==> src/rtl/mmio_pkg.sv <==
// Shared constants for the Riscv151 memory-mapped I/O window: base nibble,
// register offsets and status register bit positions.
package mmio_pkg;

  localparam logic [3:0] MMIO_BASE_NIBBLE = 4'h8;

  localparam logic [7:0] MMIO_UART_CTRL = 8'h00;
  localparam logic [7:0] MMIO_UART_RX   = 8'h04;
  localparam logic [7:0] MMIO_UART_TX   = 8'h08;
  localparam logic [7:0] MMIO_CYCLE_CNT = 8'h10;
  localparam logic [7:0] MMIO_INST_CNT  = 8'h14;
  localparam logic [7:0] MMIO_CNT_RST   = 8'h18;

  localparam int unsigned STAT_TX_EMPTY_BIT   = 0;
  localparam int unsigned STAT_RX_NONEMPTY_BIT = 1;

  localparam int unsigned MMIO_DATA_W = 32;

endpackage

==> src/rtl/mmio_rx_fifo.sv <==
// Small synchronous FIFO buffering received UART bytes; head is visible
// combinationally on dout so a load can return it without extra latency.
module mmio_rx_fifo #(
  parameter int unsigned WIDTH = 8,
  parameter int unsigned DEPTH = 4
) (
  input  logic             clk,
  input  logic             rst_n,
  input  logic             push,
  input  logic             pop,
  input  logic [WIDTH-1:0] din,
  output logic [WIDTH-1:0] dout,
  output logic             full,
  output logic             empty
);

  localparam int unsigned AW    = $clog2(DEPTH);
  localparam int unsigned PTR_W = AW + 1;

  logic [WIDTH-1:0] mem [DEPTH];
  logic [PTR_W-1:0] wr_ptr;
  logic [PTR_W-1:0] rd_ptr;

  // Extra pointer MSB separates the full case from the empty case.
  assign empty = (wr_ptr == rd_ptr);
  assign full  = (wr_ptr[AW] != rd_ptr[AW]) && (wr_ptr[AW-1:0] == rd_ptr[AW-1:0]);
  assign dout  = mem[rd_ptr[AW-1:0]];

  always_ff @(posedge clk) begin
    if (!rst_n) begin
      wr_ptr <= '0;
      rd_ptr <= '0;
    end else begin
      if (push) wr_ptr <= wr_ptr + PTR_W'(1);
      if (pop)  rd_ptr <= rd_ptr + PTR_W'(1);
    end
  end

  always_ff @(posedge clk) begin
    if (push) mem[wr_ptr[AW-1:0]] <= din;
  end

endmodule

==> src/rtl/uart_mmio_ctrl.sv <==
// MMIO bridge for the 0x8000_00xx window: UART RX buffering, TX holding
// register, cycle/instruction counters and a one-cycle registered read port.
module uart_mmio_ctrl
  import mmio_pkg::*;
#(
  parameter int unsigned CPU_CLOCK_FREQ = 50_000_000,
  parameter int unsigned BAUD_RATE      = 115200,
  parameter int unsigned RX_FIFO_DEPTH  = 4
) (
  input  logic        clk,
  input  logic        rst_n,
  input  logic [31:0] addr,
  input  logic [31:0] wdata,
  input  logic        we,
  input  logic        re,
  input  logic        inst_retire,
  output logic [31:0] rdata,
  input  logic [7:0]  rx_data,
  input  logic        rx_valid,
  output logic        rx_ready,
  output logic [7:0]  tx_data,
  output logic        tx_valid,
  input  logic        tx_ready
);

  // Reject configurations the FIFO pointers or the UART cannot support.
  if (RX_FIFO_DEPTH < 2 || (RX_FIFO_DEPTH & (RX_FIFO_DEPTH - 1)) != 0 ||
      BAUD_RATE == 0 || CPU_CLOCK_FREQ < BAUD_RATE) begin : g_bad_cfg
    $error("uart_mmio_ctrl: invalid parameter set");
  end

  logic                   sel_c;
  logic [7:0]             off_c;
  logic                   rx_pop_c;
  logic                   rx_push_c;
  logic                   tx_wr_c;
  logic                   cnt_clr_c;
  logic                   fifo_full;
  logic                   fifo_empty;
  logic [7:0]             fifo_dout;
  logic [MMIO_DATA_W-1:0] rdata_nxt_c;
  logic [MMIO_DATA_W-1:0] cycle_cnt;
  logic [MMIO_DATA_W-1:0] inst_cnt;
  logic                   unused_bits_c;

  assign unused_bits_c = ^{addr[27:8], addr[1:0], wdata[31:8]};

  assign sel_c     = (addr[31:28] == MMIO_BASE_NIBBLE);
  assign off_c     = {addr[7:2], 2'b00};
  assign rx_pop_c  = re && sel_c && (off_c == MMIO_UART_RX) && !fifo_empty;
  // A pop frees a slot at the same edge, so a full FIFO may still take a byte.
  assign rx_push_c = rx_valid && (!fifo_full || rx_pop_c);
  assign rx_ready  = !fifo_full;
  assign tx_wr_c   = we && sel_c && (off_c == MMIO_UART_TX);
  assign cnt_clr_c = we && sel_c && (off_c == MMIO_CNT_RST);

  mmio_rx_fifo #(
    .WIDTH (8),
    .DEPTH (RX_FIFO_DEPTH)
  ) u_rx_fifo (
    .clk   (clk),
    .rst_n (rst_n),
    .push  (rx_push_c),
    .pop   (rx_pop_c),
    .din   (rx_data),
    .dout  (fifo_dout),
    .full  (fifo_full),
    .empty (fifo_empty)
  );

  // Read mux reflects pre-edge state; anything outside the window reads 0.
  always_comb begin
    rdata_nxt_c = '0;
    if (sel_c) begin
      case (off_c)
        MMIO_UART_CTRL: begin
          rdata_nxt_c[STAT_TX_EMPTY_BIT]    = !tx_valid;
          rdata_nxt_c[STAT_RX_NONEMPTY_BIT] = !fifo_empty;
        end
        MMIO_UART_RX:   if (!fifo_empty) rdata_nxt_c = {24'b0, fifo_dout};
        MMIO_CYCLE_CNT: rdata_nxt_c = cycle_cnt;
        MMIO_INST_CNT:  rdata_nxt_c = inst_cnt;
        default:        rdata_nxt_c = '0;
      endcase
    end
  end

  always_ff @(posedge clk) begin
    if (!rst_n)  rdata <= '0;
    else if (re) rdata <= rdata_nxt_c;
  end

  // TX holding register: a write landing on the handshake edge is dropped.
  always_ff @(posedge clk) begin
    if (!rst_n) begin
      tx_valid <= 1'b0;
      tx_data  <= '0;
    end else if (tx_valid && tx_ready) begin
      tx_valid <= 1'b0;
    end else if (!tx_valid && tx_wr_c) begin
      tx_valid <= 1'b1;
      tx_data  <= wdata[7:0];
    end
  end

  always_ff @(posedge clk) begin
    if (!rst_n || cnt_clr_c) begin
      cycle_cnt <= '0;
      inst_cnt  <= '0;
    end else begin
      cycle_cnt <= cycle_cnt + MMIO_DATA_W'(1);
      if (inst_retire) inst_cnt <= inst_cnt + MMIO_DATA_W'(1);
    end
  end

endmodule
==> config.mk <==
export PLATFORM = sky130hd
export DESIGN_NAME = uart_mmio_ctrl
export DESIGN_NICKNAME = d
export VERILOG_FILES = /design/src/rtl/mmio_pkg.sv /design/src/rtl/mmio_rx_fifo.sv /design/src/rtl/uart_mmio_ctrl.sv
export SDC_FILE = /design/constraint.sdc
export NUM_CORES = 1
export LEC_CHECK = 0
export BUFFER_PORTS_ARGS = -buffer_cell sky130_fd_sc_hd__buf_2
export CAP_MARGIN = 20
export CORE_ASPECT_RATIO = 0.5
export CORE_MARGIN = 3
export CORE_UTILIZATION = 40
export CTS_CLUSTER_DIAMETER = 120
export DETAILED_ROUTE_END_ITERATION = 8
export GPL_TIMING_DRIVEN = 0
export PLACE_DENSITY = 0.65
export SKIP_LAST_GASP = 1
export SLEW_MARGIN = 20
export SYNTH_ARGS = -nofsm -noshare
export SYNTH_HDL_FRONTEND = slang
export SYNTH_SLANG_ARGS = --single-unit
==> constraint.sdc <==
create_clock -name clk -period 3.9 [get_ports clk]
set_input_delay 0.195 -clock clk [delete_from_list [all_inputs] [get_ports clk]]
set_output_delay 0.195 -clock clk [all_outputs]
set_load 0.01 [all_outputs]
-- Word-level counts from Yosys, hierarchy flattened
Memory sizes are Yosys's and may differ from the RTL's. A register that Yosys moved wholly into a read port is not among the register bits.
Cells that the tools add are included.
- register bits: 111
- bits in writable memories: 32
- output and inout port bits: 42
- word-level logic and storage cells: 50
- memories: 1
- $add $sub $neg: 4
- equality and inequality tests: 9
- multiplexer cells: 8
- bitwise operators: 2
- reductions and logical operators: 19
- memories (name ; depth ; width ; read ports ; clocked after memory_dff ; write ports ; line ; RTL):
    u_rx_fifo.mem ; 4 ; 8 ; 1 ; 1 ; 1 ; mmio_rx_fifo.sv:20 ; logic [WIDTH-1:0] mem [DEPTH];
- operators with widths (cell ; count):
    $pmux 30 s3 ; 1
    $add 32x1->32 const B ; 2
    $mux 32 ; 1
    $eq 6x3->1 const B ; 3
    $logic_and 1x1->1 ; 10
    $logic_not 8->1 ; 1
    $mux 8 ; 1
    $pmux 2 s4 ; 1
    $add 3x1->3 const B ; 2
    $eq 6x1->1 const B ; 1
    $eq 6x2->1 const B ; 1
    $eq 4x4->1 const B ; 1
    $logic_not 1->1 ; 4
    $mux 2 ; 2
    $eq 3x3->1 ; 1
    $eq 2x2->1 ; 1
    $logic_or 1x1->1 ; 2
    $mux 1 ; 2
    $not 1->1 ; 2
    $reduce_and 2->1 ; 1
    $reduce_or 2->1 ; 1
    $ne 1x1->1 ; 1

-- Longest topological paths before layout
- depth in word-level cells: 8
- mapped depth: 7
- depth with buffers taken out: 5

-- Hierarchy
A second synthesis with hierarchy kept.
- cell total of the unflattened synthesis: 652
- area, all modules: 6542.5 µm²
- by module, submodules not included (module ; instances ; cells an instance ; area an instance (µm²) ; seq. area each (µm²)):
    uart_mmio_ctrl ; 1 ; 569 ; 4981.0 ; 2102.0
    mmio_rx_fifo ; 1 ; 83 ; 1561.5 ; 1121.1

-- Worst setup path before layout
No wires, ideal clock.
- kind: input -> register
- start: input addr[29]
- end: memory u_rx_fifo.mem[0][0], enable pin
- setup time: 332 ps
- arrival: 1784 ps
- data required time: 3568 ps
- slack: 1784 ps
- cell stages on the path: 4
- path through: nor4b_1 > nand4_1 > a21boi_0 > and2_1
- word-level cells in the longest chain between the ends: 8
- ends and longest elaborated chain (item ; line ; RTL):
    start, declared ; uart_mmio_ctrl.sv:12 ; input logic [31:0] addr,
    $eq 4x4->1 ; uart_mmio_ctrl.sv:48 ; assign sel_c = (addr[31:28] == MMIO_BASE_NIBBLE);
    $logic_and 1x1->1 (3 in a row) ; uart_mmio_ctrl.sv:50 ; assign rx_pop_c = re && sel_c && (off_c == MMIO_UART_RX) && !fifo_empty;
    $logic_or 1x1->1 ; uart_mmio_ctrl.sv:52 ; assign rx_push_c = rx_valid && (!fifo_full || rx_pop_c);
    $logic_and 1x1->1 ; uart_mmio_ctrl.sv:52 ;
    $mux 1 ; mmio_rx_fifo.sv:40 ; if (push) mem[wr_ptr[AW-1:0]] <= din;
    $mux 1 (not written as such) ; mmio_rx_fifo.sv:40 ;
    end, declared ; mmio_rx_fifo.sv:20 ;
Every way passes these cells.

-- Worst setup path in the final report
- start: input addr[29]
- end: memory u_rx_fifo.mem[1][2], enable pin
Same word-level chain as after synthesis.

==> results.txt <==
----------------------------------------------------
[Detailed routing]
  Detailed-route DRC error count ... 0
  Final ANT Viol Nets ... 0
  Drt initial violations ... 376
  Per-cell routed wire length ... 16.56 µm
  Routed vias ... 5879
  Via-per-instance ratio ... 5.510
  Total wirelength of the detailed-routed design ... 17670 µm
  Detailed Routing Iterations Pass 1 ... 6

[Floorplan]
  Standard cell core area ... 16520 µm²
  Effective utilization at floorplan ... 0.4124
  Die boundary height ... 98.28 µm
  Die extent in x ... 190.5 µm
  Num rows ... 33
  DIE AREA ... 18730 µm²
  I/O pins ... 121

[Setup path]
  Standard cell with the maximum stage delay on the critical path ... nor4b_1
  Cell type group with the largest total delay on the critical path ... simple AND/OR/NAND/NOR gates
  Worst reg2reg path startpoint ... inst_cnt[1]$_SDFFE_PP0P_
  Crit path launch ... addr[29]
  Sort of element at the start of the critical path ... primary input
  Flop2flop setup slack ... 1.54 ns
  Slowest cell delay on critical path ... 0.88 ns
  Crit path max fanout ... 8
  Cell breakdown of the critical path ... buf_2 > nor4b_1 > nand4_1 > a21boi_0 > and2_1
  Arrival time at the worst endpoint ... 2.66 ns
  CP Class ... in -> reg
  Worst EP required ... 3.98 ns
  RR Endpoint ... inst_cnt[18]$_SDFFE_PP0P_
  CP endpoint kind ... register
  Stages on worst setup path ... 5
  Capture point of the critical path ... u_rx_fifo.mem[1][2]$_DFFE_PP_
  Number of cells traversed by the worst register-to-register path ... 6
  Combined buffer and inverter count along the critical path ... 1

[STA]
  Achievable Freq ... 387.6 MHz
  Final Max Tran Viols ... 0
  Final number of setup-violating endpoints ... 0
  Final cycle utilization of the critical path ... 0.6616
  Crit path setup slack, layout ... 1.320 ns
  Final-layout setup total negative slack ... 0 ns
  RSZ-0062 raised after global routing ... false
  Clock tree skew after final layout ... 0.01171 ns
  Worst Max-Slew Pin Slew ... 1.067 ns
  Fin crit period ... 2.580 ns
  Worst slew margin relative to its limit ... 0.2851
  Hold Fails Final Rpt ... 0

[Layout]
  Share of final-layout standard cells stronger than drive strength 1 ... 0.1714
  Count of filler cells inserted in the layout ... 1599
  Most frequent standard cell in the layout excluding fill and tap cells ... dfxtp_1
  Utilization of the core after routing ... 0.4942
  Number of nets in the layout ... 913
  Leading cell types in the layout, fill and taps excluded ... 113 x dfxtp_1, 77 x buf_2, 59 x nand2_1, 57 x a21oi_1, 57 x nand3_1
  Antenna diodes ... 0
  Area Overhead vs Synth ... 19.82%

[Global route]
  Total routing resource utilization after global routing ... 0.1902
  Routing usage on met2 ... 0.3007
  Number of global-route vias before repair ... 5431
  Global-route met3 utilization ... 0.04448
  Grt ovf ... 0
  Fraction of met1 tracks used by global routing ... 0.2574
  Most congested layer reported by global routing ... met2
  Global-route wire length before repair ... 27920 µm
  Initial antenna violation count ... 0
  Maximum number of pins on one net before global-route repair ... 17

[Synthesis]
  Number of cells produced by synthesis ... 722
  Largest area contributor in the synthesized netlist ... dfxtp_1
  Share of the yosys chip area belonging to registers ... 0.4732
  Fraction of registers with async set or reset after synthesis ... 0
  Number of distinct library cell variants in the gate-level netlist after synthesis ... 47
  Net Count, Synth ... 808
  Avg Synthesized Cell Area ... 9.434 µm²
  YS warnings ... 0
  Dominant synthesized flop cell ... dfxtp_1
  Top cells by area, synth ... dfxtp_1 33%, edfxtp_1 14%, a21oi_1 4.2%
  Synth top area share ... 0.3321
  Synthesized area ... 6812 µm²
  Post-synthesis sequential element count ... 145
  Post-synth EDFFs ... 32

[Pwr]
  Part of the power in the clock network ... 0.480
  Largest vdd supply drop ... 0.3228 mV
  Proportion of power drawn by flip-flops and latches ... 0.472
  Power per cell area ... 407.0 nW/µm²
  Cell Int Power ... 0.002545 W
  Switching power of the nets ... 0.0007763 W
  Static leakage ... 2.773 nW
  Fraction of power consumed by combinational cells ... 0.048
  Total power draw ... 0.003322 W
  Switch share ... 0.2337

[Clock tree]
  Clock Path Buffers ... 2
  Clock tree from TritonCTS ... done
  CTS clock-pin slew for the worst setup and hold paths ... 0.06 ns
  Number of buffers created by CTS ... 17
  Clock Tree Root ... clkbuf_16
  Num Clock Sinks ... 145
  Total setup buffers inserted after CTS ... 0
  Worst-skew pair later-pin latency ... 0.43 ns
  H-tree depth reported by CTS ... 4
  Number of gates resized after cts ... 0

[Min path]
  Min-Delay Path Class ... in -> reg

[Flow run]
  Number of violations of the max-capacitance limit ... 0

[Outcome]
  Status ... completed

[Placed design]
  Placed wire-length estimate after detailed placement ... 13000 µm
  PortBufs ... 74
  Final Wtd Congestion ... 0.8914
  Placement Setup Slack ... 0.8417 ns

----------------------------------------------------
-- per-layer routing --
layer	wire length [µm]	up-vias
met5	0	-
met4	298	0
met3	850	24
met2	8170	151
met1	8353	2813
li1	-	2891
-- layout make-up --
cell class	instances	area, µm²	share of cell area
well taps	227	284.0	0.03480
inverters	16	60.06	0.007359
flip-flops and latches	145	3223	0.3949
clock buffers	22	474.2	0.05810
multi-input cells	512	3329	0.4079
clock inverters	10	101.3	0.01242
plain buffers	49	198.9	0.02438
repair buffers	86	490.5	0.06009
-- sequential cells by signal (all words and copies together), names as in the netlist, named ones only --
register / flops
cycle_cnt: 32
inst_cnt: 32
rdata: 32
u_rx_fifo.mem: 32
tx_data: 8
u_rx_fifo.rd_ptr: 3
u_rx_fifo.wr_ptr: 3
tx_valid: 1
-- power groups by stage --
stage	registers, W	clock network (W)	logic, W
after global placement	0.00160	0	0.000142
final	0.00157	0.00159	0.000158
after global routing	0.00157	0.00170	0.000174
after CTS	0.00157	0.00162	0.000157
after detailed placement	0.00160	0	0.000147
after floorplan	0.00160	0	0.0000853
-- what timing repair did --
item,CTS,global route
hold buffers,12,0
setup endpoints to repair,0,0
endpoints found under the hold margin,33,0
-- per-stage QoR --
stage	hold slack [ns]	cell area (µm²)	std cells
6_report	0.01381	8162	1067
3_5_place_dp	0.4216	7466	1023
3_3_place_gp	0.4096	7466	1023
4_1_cts	0.0001819	8162	1067
2_1_floorplan	0.2939	6812	722
5_1_grt	0.008969	8162	1067
-- cell usage after synthesis, types with 4 or more instances --
cell / n
and4_1: 8
nor4b_1: 6
a21o_1: 21
inv_1: 15
xor2_1: 11
nor3_1: 9
o21a_1: 4
nor2b_1: 4
edfxtp_1: 32
and2_1: 7
ha_1: 7
xnor2_1: 17
or4b_2: 22
o31ai_1: 17
dfxtp_1: 113
mux2i_1: 22
nand3_1: 57
clkbuf_1: 41
nand4_1: 26
nor4_1: 16
or4_1: 22
nand2_1: 59
and3_1: 10
mux4_2: 8
or3_1: 17
o21ai_0: 20
a21oi_1: 57
nand2b_1: 10
nor2_1: 41
-- kinds of logic (layout without fill, tap and decap cells) --
family | Yosys count | in the layout | share of synthesized area
AO/OA/AOI/OAI | 127 | 127 | 0.1121
XOR/XNOR | 28 | 28 | 0.03600
adder cells (fa/ha/maj) | 7 | 7 | 0.01286
buffers and inverters | 65 | 183 | 0.03802
flip-flops | 145 | 145 | 0.4732
multiplexers | 31 | 31 | 0.06043
AND/OR/NAND/NOR | 319 | 319 | 0.2675
-- worst min-delay path by stage --
| stage | cells after the start | end | slack [ns] | start |
|---|---|---|---|---|
| after global routing | 1 | u_rx_fifo.mem[3][7]$_DFFE_PP_ | 0.009 | rx_data[7] |
| after global placement | 1 | u_rx_fifo.mem[0][6]$_DFFE_PP_ | 0.41 | rx_data[6] |
| after CTS | 1 | u_rx_fifo.mem[3][7]$_DFFE_PP_ | 0.0002 | rx_data[7] |
| after detailed placement | 1 | u_rx_fifo.mem[2][3]$_DFFE_PP_ | 0.42 | rx_data[3] |
| after floorplan | 0 | u_rx_fifo.mem[0][0]$_DFFE_PP_ | 0.29 | rx_data[0] |
| final | 1 | u_rx_fifo.mem[3][7]$_DFFE_PP_ | 0.01 | rx_data[7] |
No activity file was read; power rests on OpenSTA's default activity.
